## src/rtl/uart_pkg.sv

```systemverilog
// Shared UART definitions: frame width, default bit time
// and the one-hot receive state encoding.
package uart_pkg;

  localparam int UART_DATA_BITS  = 8;
  localparam int BAUD_CYCLES_DEF = 5;

  typedef enum logic [3:0] {
    ST_IDLE  = 4'b0001,
    ST_START = 4'b0010,
    ST_DATA  = 4'b0100,
    ST_STOP  = 4'b1000
  } rx_state_t;

endpackage

```

## src/rtl/sync_fifo.sv

```systemverilog
// Synchronous FIFO with extra-MSB pointers, registered
// flags and a registered read data port.
module sync_fifo #(
  parameter int DATA_WIDTH = 8,
  parameter int DATA_DEPTH = 16
) (
  input  logic                  clk,
  input  logic                  rst_n,
  input  logic                  wr_en,
  input  logic [DATA_WIDTH-1:0] wr_data,
  input  logic                  rd_en,
  output logic [DATA_WIDTH-1:0] rd_data,
  output logic                  empty,
  output logic                  full,
  output logic                  wr_fire,
  output logic                  rd_fire
);

  localparam int AW = $clog2(DATA_DEPTH);

  logic [DATA_WIDTH-1:0] mem [DATA_DEPTH];
  logic [AW:0]           wr_ptr;
  logic [AW:0]           rd_ptr;
  logic                  empty_now;
  logic                  full_now;

  assign empty_now = (wr_ptr == rd_ptr);
  assign full_now  =
    (wr_ptr[AW] != rd_ptr[AW]) &&
    (wr_ptr[AW-1:0] == rd_ptr[AW-1:0]);

  // The flags lag the pointers by a cycle, so the live
  // compare also gates each side to keep pointers sane.
  assign wr_fire = wr_en & ~full & ~full_now;
  assign rd_fire = rd_en & ~empty & ~empty_now;

  // Storage array, written only on an accepted push
  always_ff @(posedge clk) begin
    if (wr_fire) mem[wr_ptr[AW-1:0]] <= wr_data;
  end

  // Pointers, registered flags and read data register
  always_ff @(posedge clk or negedge rst_n) begin
    if (!rst_n) begin
      wr_ptr  <= '0;
      rd_ptr  <= '0;
      rd_data <= '0;
      empty   <= 1'b1;
      full    <= 1'b0;
    end else begin
      empty <= empty_now;
      full  <= full_now;
      if (wr_fire) wr_ptr <= wr_ptr + 1'b1;
      if (rd_fire) begin
        rd_data <= mem[rd_ptr[AW-1:0]];
        rd_ptr  <= rd_ptr + 1'b1;
      end
    end
  end

endmodule

```

## src/rtl/uart_rx.sv

```systemverilog
// 8N1 deserialiser: synchroniser, edge detect, bit-timing
// FSM and shift register with registered byte/error pulses.
module uart_rx
  import uart_pkg::*;
#(
  parameter int baud_cycles = BAUD_CYCLES_DEF
) (
  input  logic       clk,
  input  logic       rst_n,
  input  logic       rxp,
  output logic [7:0] rx_data,
  output logic       rx_valid,
  output logic       rx_frame_err
);

  localparam int CW = $clog2(baud_cycles + 1);
  localparam logic [CW-1:0] HALF_M1 =
    CW'(baud_cycles / 2 - 1);
  localparam logic [CW-1:0] FULL_M1 =
    CW'(baud_cycles - 1);
  localparam logic [2:0] LAST_BIT =
    3'(UART_DATA_BITS - 1);

  logic                      s1;
  logic                      rx_s;
  logic                      rx_d;
  logic                      fall;
  rx_state_t                 state;
  logic [CW-1:0]             baud_cnt;
  logic [2:0]                bits_cnt;
  logic [UART_DATA_BITS-1:0] shreg;

  // Two-flop synchroniser plus one delay stage for edges
  always_ff @(posedge clk or negedge rst_n) begin
    if (!rst_n) begin
      s1   <= 1'b1;
      rx_s <= 1'b1;
      rx_d <= 1'b1;
    end else begin
      s1   <= rxp;
      rx_s <= s1;
      rx_d <= rx_s;
    end
  end

  assign fall = rx_d & ~rx_s;

  // Frame FSM: mid-bit sampling, stop check, result pulses
  always_ff @(posedge clk or negedge rst_n) begin
    if (!rst_n) begin
      state        <= ST_IDLE;
      baud_cnt     <= '0;
      bits_cnt     <= '0;
      shreg        <= '0;
      rx_data      <= '0;
      rx_valid     <= 1'b0;
      rx_frame_err <= 1'b0;
    end else begin
      rx_valid     <= 1'b0;
      rx_frame_err <= 1'b0;
      unique case (state)
        ST_IDLE: begin
          baud_cnt <= '0;
          if (fall) state <= ST_START;
        end
        ST_START: begin
          if (baud_cnt == HALF_M1) begin
            baud_cnt <= '0;
            state    <= rx_s ? ST_IDLE : ST_DATA;
          end else begin
            baud_cnt <= baud_cnt + 1'b1;
          end
        end
        ST_DATA: begin
          if (baud_cnt == FULL_M1) begin
            baud_cnt <= '0;
            shreg    <= {rx_s, shreg[7:1]};
            bits_cnt <= bits_cnt + 1'b1;
            if (bits_cnt == LAST_BIT)
              state <= ST_STOP;
          end else begin
            baud_cnt <= baud_cnt + 1'b1;
          end
        end
        ST_STOP: begin
          if (baud_cnt == FULL_M1) begin
            baud_cnt <= '0;
            state    <= ST_IDLE;
            if (rx_s) begin
              rx_data  <= shreg;
              rx_valid <= 1'b1;
            end else begin
              rx_frame_err <= 1'b1;
            end
          end else begin
            baud_cnt <= baud_cnt + 1'b1;
          end
        end
        default: begin
          state    <= ST_IDLE;
          baud_cnt <= '0;
          bits_cnt <= '0;
        end
      endcase
    end
  end

endmodule

```

## src/rtl/uart_rx_fifo.sv

```systemverilog
// UART receive path: 8N1 deserialiser feeding an RX byte
// FIFO, with frame-error pulse and sticky overrun flag.
module uart_rx_fifo
  import uart_pkg::*;
#(
  parameter int baud_cycles = BAUD_CYCLES_DEF,
  parameter int FIFO_DEPTH  = 16
) (
  input  logic       clk,
  input  logic       rst_n,
  input  logic       i_rxp,
  input  logic       rd_en,
  output logic [7:0] o_rd_data,
  output logic       o_rd_valid,
  output logic       o_empty,
  output logic       o_full,
  output logic       o_frame_err,
  output logic       o_overrun,
  input  logic       i_clr_err
);

  logic [7:0] rx_data;
  logic       rx_valid;
  logic       wr_fire;
  logic       rd_fire;

  uart_rx #(
    .baud_cycles (baud_cycles)
  ) u_rx (
    .clk          (clk),
    .rst_n        (rst_n),
    .rxp          (i_rxp),
    .rx_data      (rx_data),
    .rx_valid     (rx_valid),
    .rx_frame_err (o_frame_err)
  );

  sync_fifo #(
    .DATA_WIDTH (UART_DATA_BITS),
    .DATA_DEPTH (FIFO_DEPTH)
  ) u_fifo (
    .clk     (clk),
    .rst_n   (rst_n),
    .wr_en   (rx_valid),
    .wr_data (rx_data),
    .rd_en   (rd_en),
    .rd_data (o_rd_data),
    .empty   (o_empty),
    .full    (o_full),
    .wr_fire (wr_fire),
    .rd_fire (rd_fire)
  );

  // Sticky overrun: a dropped good byte sets, clear loses
  always_ff @(posedge clk or negedge rst_n) begin
    if (!rst_n) begin
      o_overrun <= 1'b0;
    end else if (rx_valid && !wr_fire) begin
      o_overrun <= 1'b1;
    end else if (i_clr_err) begin
      o_overrun <= 1'b0;
    end
  end

  // Read strobe: one-cycle valid after an accepted pop
  always_ff @(posedge clk or negedge rst_n) begin
    if (!rst_n) o_rd_valid <= 1'b0;
    else        o_rd_valid <= rd_fire;
  end

endmodule

```

## config.mk

```make
export PLATFORM = sky130hd
export DESIGN_NAME = uart_rx_fifo
export DESIGN_NICKNAME = d
export VERILOG_FILES = /design/src/rtl/uart_pkg.sv /design/src/rtl/sync_fifo.sv /design/src/rtl/uart_rx.sv /design/src/rtl/uart_rx_fifo.sv
export SDC_FILE = /design/constraint.sdc
export NUM_CORES = 1
export LEC_CHECK = 0
export ABC_AREA = 1
export ABC_CLOCK_PERIOD_IN_PS = 2200
export BUFFER_PORTS_ARGS = -buffer_cell sky130_fd_sc_hd__buf_4
export CORE_MARGIN = 1
export CORE_UTILIZATION = 51
export CTS_BUF_LIST = sky130_fd_sc_hd__clkbuf_4
export CTS_CLUSTER_SIZE = 28
export DETAILED_ROUTE_END_ITERATION = 16
export GPL_TIMING_DRIVEN = 0
export MAX_ROUTING_LAYER = met4
export PLACE_DENSITY = 0.67
export SLEW_MARGIN = 20
export SYNTH_ARGS = -nofsm -noshare
export SYNTH_HDL_FRONTEND = slang
export SYNTH_SLANG_ARGS = --single-unit
```

## constraint.sdc

```tcl
create_clock -name clk -period 2.2 [get_ports clk]
set_clock_uncertainty 0.15 [all_clocks]
set_input_delay 0.11 -clock clk [delete_from_list [all_inputs] [get_ports clk]]
set_output_delay 0.11 -clock clk [all_outputs]
set_load 0.01 [all_outputs]
```

======== After elaboration in Yosys (flattened, before gate mapping) ========
Memory sizes are Yosys's and may differ from the RTL's. A register that Yosys moved wholly into a read port is not among the register bits.
Cells that the tools add are included.
word-level totals
  bits in registers ....................... 45
  memory bits (writable) .................. 128
  input port bits ......................... 5
  output and inout port bits .............. 13
  logic and storage cells ................. 80
  memories ................................ 1
memories
  memory      depth  width  read ports  clocked after Yosys merged registers in  write ports  RTL line         text
  u_fifo.mem  16     8      1           1                                        1            sync_fifo.sv:21  logic [DATA_WIDTH-1:0] mem [DATA_DEPTH];
cells by class
  add/subtract/negate cells ............... 4
  equal/unequal tests ..................... 15
  muxes and demuxes ....................... 22
  bitwise operators ....................... 11
  reduce and logical (&&, ||, !) cells .... 11
operators by type and width
  operator                                                number
  2-to-1 mux 4 bit                                        5
  case mux 4 bit (4 select lines)                         1
  2-to-1 mux 3 bit                                        4
  case mux 3 bit (2 select lines)                         2
  adder 5 x 1 -> 5 bit (second input constant)            2
  2-to-1 mux 1 bit                                        10
  inequality test 2 x 1 -> 1 bit (second input constant)  5
  adder 3 x 1 -> 3 bit (second input constant)            2
  equality test 3 bit (second input constant)             2
  NOT 1 bit                                               6
  bitwise AND 1 bit                                       5
  equality test 5 bit                                     1
  AND reduction 5 bit                                     1
  equality test 4 x 1 -> 1 bit (second input constant)    1
  equality test 4 x 2 -> 1 bit (second input constant)    1
  equality test 4 x 3 -> 1 bit (second input constant)    1
  equality test 4 bit                                     1
  equality test 4 bit (second input constant)             1
  AND reduction 2 bit                                     2
  equality test 3 x 1 -> 1 bit (second input constant)    1
  AND reduction 3 bit                                     1
  OR reduction 3 bit                                      1
  logical AND 1 bit                                       2
  logical NOT 1 bit                                       2
  3 further kinds                                         3

======== Longest topological paths before layout ========
  depth in word-level cells ............... 7
  depth in mapped cells ................... 13
  mapped depth without buffers ............ 10

======== Modules after synthesis ========
A second synthesis with hierarchy kept.
unflattened totals
  cells, all modules ...................... 858
  area, all modules ....................... 8,135.3 um2
by module, submodules not included
  module        times used  cells each  area each (um2)  sequential area each (um2)
  sync_fifo     1           703         6,705.2          4,345.4
  uart_rx       1           148         1,361.3          780.7
  uart_rx_fifo  1           7           68.8             50.0

======== Worst setup path after synthesis ========
Ideal clock, no wire load.
  path type ............................... register to register
  start ................................... register u_fifo.rd_ptr[1]
  end ..................................... memory u_fifo.mem[10][0], enable pin
  setup time .............................. 0.370 ns
  arrival time ............................ 1.519 ns
  data required time ...................... 1.680 ns
  path slack .............................. 0.160 ns
  cell stages (with the launch flop) ...... 10
  buffers on the path ..................... 2
  clock period less this slack ............ 2.040 ns
  cells stage by stage .................... dfrtp_1 -> buf_4 -> inv_2 -> nand2_1 -> nand2_1 -> nor2_2 -> nand3_2 -> nand3_2 -> buf_2 -> nor2_1
on the way
  longest elaborated chain between the ends .. 6
RTL lines
  item                                    RTL line         text
  from (decl)                             sync_fifo.sv:23  logic [AW:0] rd_ptr;
  from (signal assigned)                  sync_fifo.sv:56  rd_ptr <= rd_ptr + 1'b1;
  equality test 4 bit                     sync_fifo.sv:30  (wr_ptr[AW-1:0] == rd_ptr[AW-1:0]);
  logical AND 1 bit                       sync_fifo.sv:29  (wr_ptr[AW] != rd_ptr[AW]) &&
  NOT 1 bit                               sync_fifo.sv:34  assign wr_fire = wr_en & ~full & ~full_now;
  bitwise AND 1 bit                       sync_fifo.sv:34
  2-to-1 mux 1 bit                        sync_fifo.sv:39  if (wr_fire) mem[wr_ptr[AW-1:0]] <= wr_data;
  2-to-1 mux 1 bit (implied by the code)  sync_fifo.sv:39
  to (decl)                               sync_fifo.sv:21
Every way passes these cells.

======== Worst setup path after layout ========
  start ................................... register u_fifo.rd_ptr[1]
  end ..................................... memory u_fifo.mem[7][1], enable pin
Same word-level chain as after synthesis.

==> impl_results.md <==
* Via count at roughly 5500
* Area delta synth->final at 12.4%
* Core Region at around 15000 um^2
* CP Cell Sequence: buf_4 -> inv_4 -> nand2_1 -> nand2_1 -> nor2_2 -> nand3_4 -> nand3_4 -> buf_12 -> nor2_4
* Overflow after GRT at 0
* Routability cong. at roughly 0.86
* RSZ-0062 raised after global routing: false
* WL final at approximately 17000 um
* Minimum clock period at 2.06 ns
* Most frequent cell after synthesis: nand2_1
* # rows at 45
* CP endpoint kind: flop
* CTS tree: done
* Warnings from Yosys at 0
* Clock Tree Root: clkbuf_4
* Clock network fraction of design power at between 30% and 40%
* Clock transition at the registers of the reported paths at ~0.14 ns
* Skew-Pair Late Insertion Delay at between 0.5 and 0.6 ns
* Ratio of cells with drive above 1 in the final layout at 11.1%
* Synth area leader: edfxtp_1
* Area contributors post-synth: edfxtp_1, dfrtp_1, nand2_1
* Synth Instances at roughly 850
* Seq cells post-synth at between 150 and 200
* Max stage delay cell, worst path: dfrtp_1
* R2R Path End: u_fifo.mem[7][1]
* Pre-CTS setup slack at -0.353 ns
* Worst R2R Setup Slack at roughly 0.14 ns
* Starting density of the core at between 50 and 60%
* Final setup margin at around 0.14 ns
* Vias in the first global route at approximately 5100
* Via-to-Cell Ratio at around 4.9
* Drt drc at 0
* Max H-tree Level at 4
* Synth top area share at a little under half
* Critical path fanouts, max at 10
* Initial antenna violation count at 0
* Max-cap violations at 0
* Die H at between 100 and 150 um
* Syn Nets at ~860
* Worst path depth at 9
* Reg power frac at 61.8%
* WL per Instance at about 15 um
* Die ar. at between 15000 and 20000 um^2
* CP peak stage delay at 0.41 ns
* Diode count at 0
* Int Power at 4.65 mW
* Sw frac at roughly 22%
* Overall Global Routing Usage at between 20% and 30%
* Slew at the pin closest to its max-slew limit at ~0.81 ns
* Worst slew margin at approximately 46%
* DR iter-0 viols at around 440
* Reg-to-Reg Start: u_fifo.rd_ptr[1]
* Switching Power at 1.32 mW
* Crit share post-route at between 90 and 100%
* Post-route cell area at 9060 um^2
* CP required at 2.30 ns
* Final Hold Viols at 0
* Hold WC Path Type: primary input to flop
* Kind of cell adding the most delay to the critical path: simple AND/OR/NAND/NOR gates
* Fraction of registers with async set/reset at about 30%
* Peak supply drop at roughly 440 uV
* Synth Flop Type: edfxtp_1
* Total Nets Final at 909
* Syn_area_per_cell at roughly 9.5 um^2
* Seq/Total Area, Yosys at between 60 and 70%
* Num Clock Sinks at ~180
* Pins Over Slew Limit at 0
* Largest net degree at the start of global routing at 54
* IO Port Bufs at 17
* I/O pin total at 18
* Die width at roughly 130 um
* Placed cell areas at 8450 um^2
* Worst setup path end: u_fifo.mem[7][1]
* Dpl hpwl at 11200 um
* Dpl cells at approximately 1100
* Worst Path Arrival at between 2 and 2.5 ns
* Comb pwr share at slightly above 5%
* Buffers & Inverters on Critical Path at 3
* Power Dens Cells at around 660 nW/um^2
* First-pass iteration count of the detailed router at 6
* Post-synth top cells: nand2_1, inv_1, edfxtp_1
* Final non-filler cell total at around 1100
* Worst setup startpoint: u_fifo.rd_ptr[1]
* Max clock buf depth at 2
* Leak at about 4.2 nW
* Fmax at ~480 MHz
* Yosys cell types at 24
* First-pass GRT wire length at approximately 26000 um
* Mapped Area at a little over 8000 um^2
* Startpoint Class: flop
* Run status: finished clean
* Final Setup Violations at 0
* Inserted Clock Buffers at 17
* Sum Neg Setup Slack at 0 ns
* Critical path class: flop to flop
* Worst reg2reg path depth at 9
* DRT antenna net count at 0
* Post-synth EDFFs at between 100 and 150
## layer usage
| layer | routed length (um) | vias up | share of wire [%] | track usage [%] |
|---|---|---|---|---|
| li1 | - | 2741 | - | - |
| met1 | 7150 | 2565 | 43 | 28.7 |
| met2 | 8460 | 143 | 50 | 37.7 |
| met3 | 818 | 27 | 4.9 | 4.30 |
| met4 | 360 | 0 | 2.1 | 8.03 |
| met5 | 0 | - | 0 | - |
## what timing repair did
| item | CTS | global route |
|---|---|---|
| buffers inserted | 0 | 4 |
| hold buffers | 6 | 0 |
| endpoints found under the setup margin | 128 | 129 |
| hold endpoints to repair | 69 | 0 |
| gates cloned | 0 | 0 |
| pin swaps | 0 | 6 |
| gates resized for setup | 22 | 20 |
## state kept, by name, summed over array words and instances, names as in the netlist
name	count
u_fifo.wr_ptr	5
u_rx.shreg	8
u_rx.rx_d	1
u_rx.s1	1
u_rx.rx_data	8
o_rd_valid	1
u_rx.rx_valid	1
u_rx.state	4
u_fifo.rd_data	8
u_fifo.empty	1
u_rx.rx_s	1
u_rx.baud_cnt	3
u_fifo.mem	128
o_overrun	1
u_fifo.full	1
u_rx.rx_frame_err	1
u_rx.bits_cnt	3
u_fifo.rd_ptr	5
## cell type report
cell class                 count  area, um^2
fill                        1347        6260
sequential                   181        5180
multi-input combinational    478        2250
inverter                     160         603
timing repair buffer          27         268
tap                          211         264
clock inverter                15         186
buffer                        29         184
clock buffer                  17         128
## worst reg2reg max path: stages (launching register included)
cell and delay, ns:
dfrtp_1 0.41, buf_4 0.19, inv_4 0.09, nand2_1 0.05
nand2_1 0.08, nor2_2 0.06, nand3_4 0.13, nand3_4 0.12
buf_12 0.19, nor2_4 0.27
## power by group through the flow
| stage | Clock [mW] | Sequential (mW) | Combinational, mW |
|---|---|---|---|
| detailed placement | 0 | 3.76 | 0.296 |
| global placement | 0 | 3.76 | 0.287 |
| global route | 2.15 | 3.69 | 0.361 |
| floorplan | 0 | 3.76 | 0.220 |
| finish | 1.98 | 3.69 | 0.304 |
| CTS | 2.02 | 3.69 | 0.305 |
## placed cells by master, fill, tap and decap left out, types with 2 or more instances in the layout
| master | n |
|---|---|
| clkbuf_1 | 9 |
| buf_4 | 25 |
| nand2_1 | 304 |
| nand3_4 | 2 |
| clkinv_4 | 2 |
| nand3_1 | 89 |
| clkinv_2 | 5 |
| ha_1 | 10 |
| buf_12 | 5 |
| clkbuf_4 | 17 |
| dfstp_2 | 5 |
| dlygate4sd3_1 | 6 |
| inv_1 | 151 |
| dfrtp_1 | 48 |
| edfxtp_1 | 128 |
| nor2_1 | 14 |
| buf_2 | 8 |
| inv_2 | 3 |
| bufinv_16 | 4 |
| clkinv_1 | 7 |
| o21ai_0 | 20 |
| xor2_1 | 7 |
| nor2_2 | 3 |
| nand4_1 | 6 |
| xnor2_1 | 4 |
| nor2_4 | 16 |
## worst min path at each step
stage,start,endpoint,slack (ns),cells past startpoint
final,i_clr_err,o_overrun,0.18,5
after global routing,i_clr_err,o_overrun,0.14,5
after CTS,i_clr_err,o_overrun,0.12,5
after detailed placement,rst_n,u_fifo.rd_data[0],0.03,1
after global placement,rst_n,o_rd_valid,0.03,1
after floorplan,rst_n,o_overrun,-0.34,0
## cells by family (layout without fill, tap and decap cells)
logic type / count (synthesis) / count (layout) / share of synthesized area, %
xor gates and xnor gates: 11 / 11 / 1.20
DFF: 181 / 181 / 64.2
buffers and inverters: 190 / 248 / 9.52
and+or+nand+nor: 436 / 436 / 22.2
AOI/OAI and AO/OA: 21 / 21 / 1.30
adders and majority gates: 10 / 10 / 1.55
## per-stage QoR
| stage | util, % | total power, mW | hold slack (ns) |
|---|---|---|---|
| detailed placement | 55.2 | 4.06 | 0.0255 |
| global placement | 55.2 | 4.05 | 0.0318 |
| CTS | 58.1 | 6.01 | 0.118 |
| floorplan | - | 3.98 | -0.336 |
| global route | 59.1 | 6.20 | 0.143 |
| finish | 59.1 | 5.97 | 0.182 |
Power figures use the tool's default switching activity.
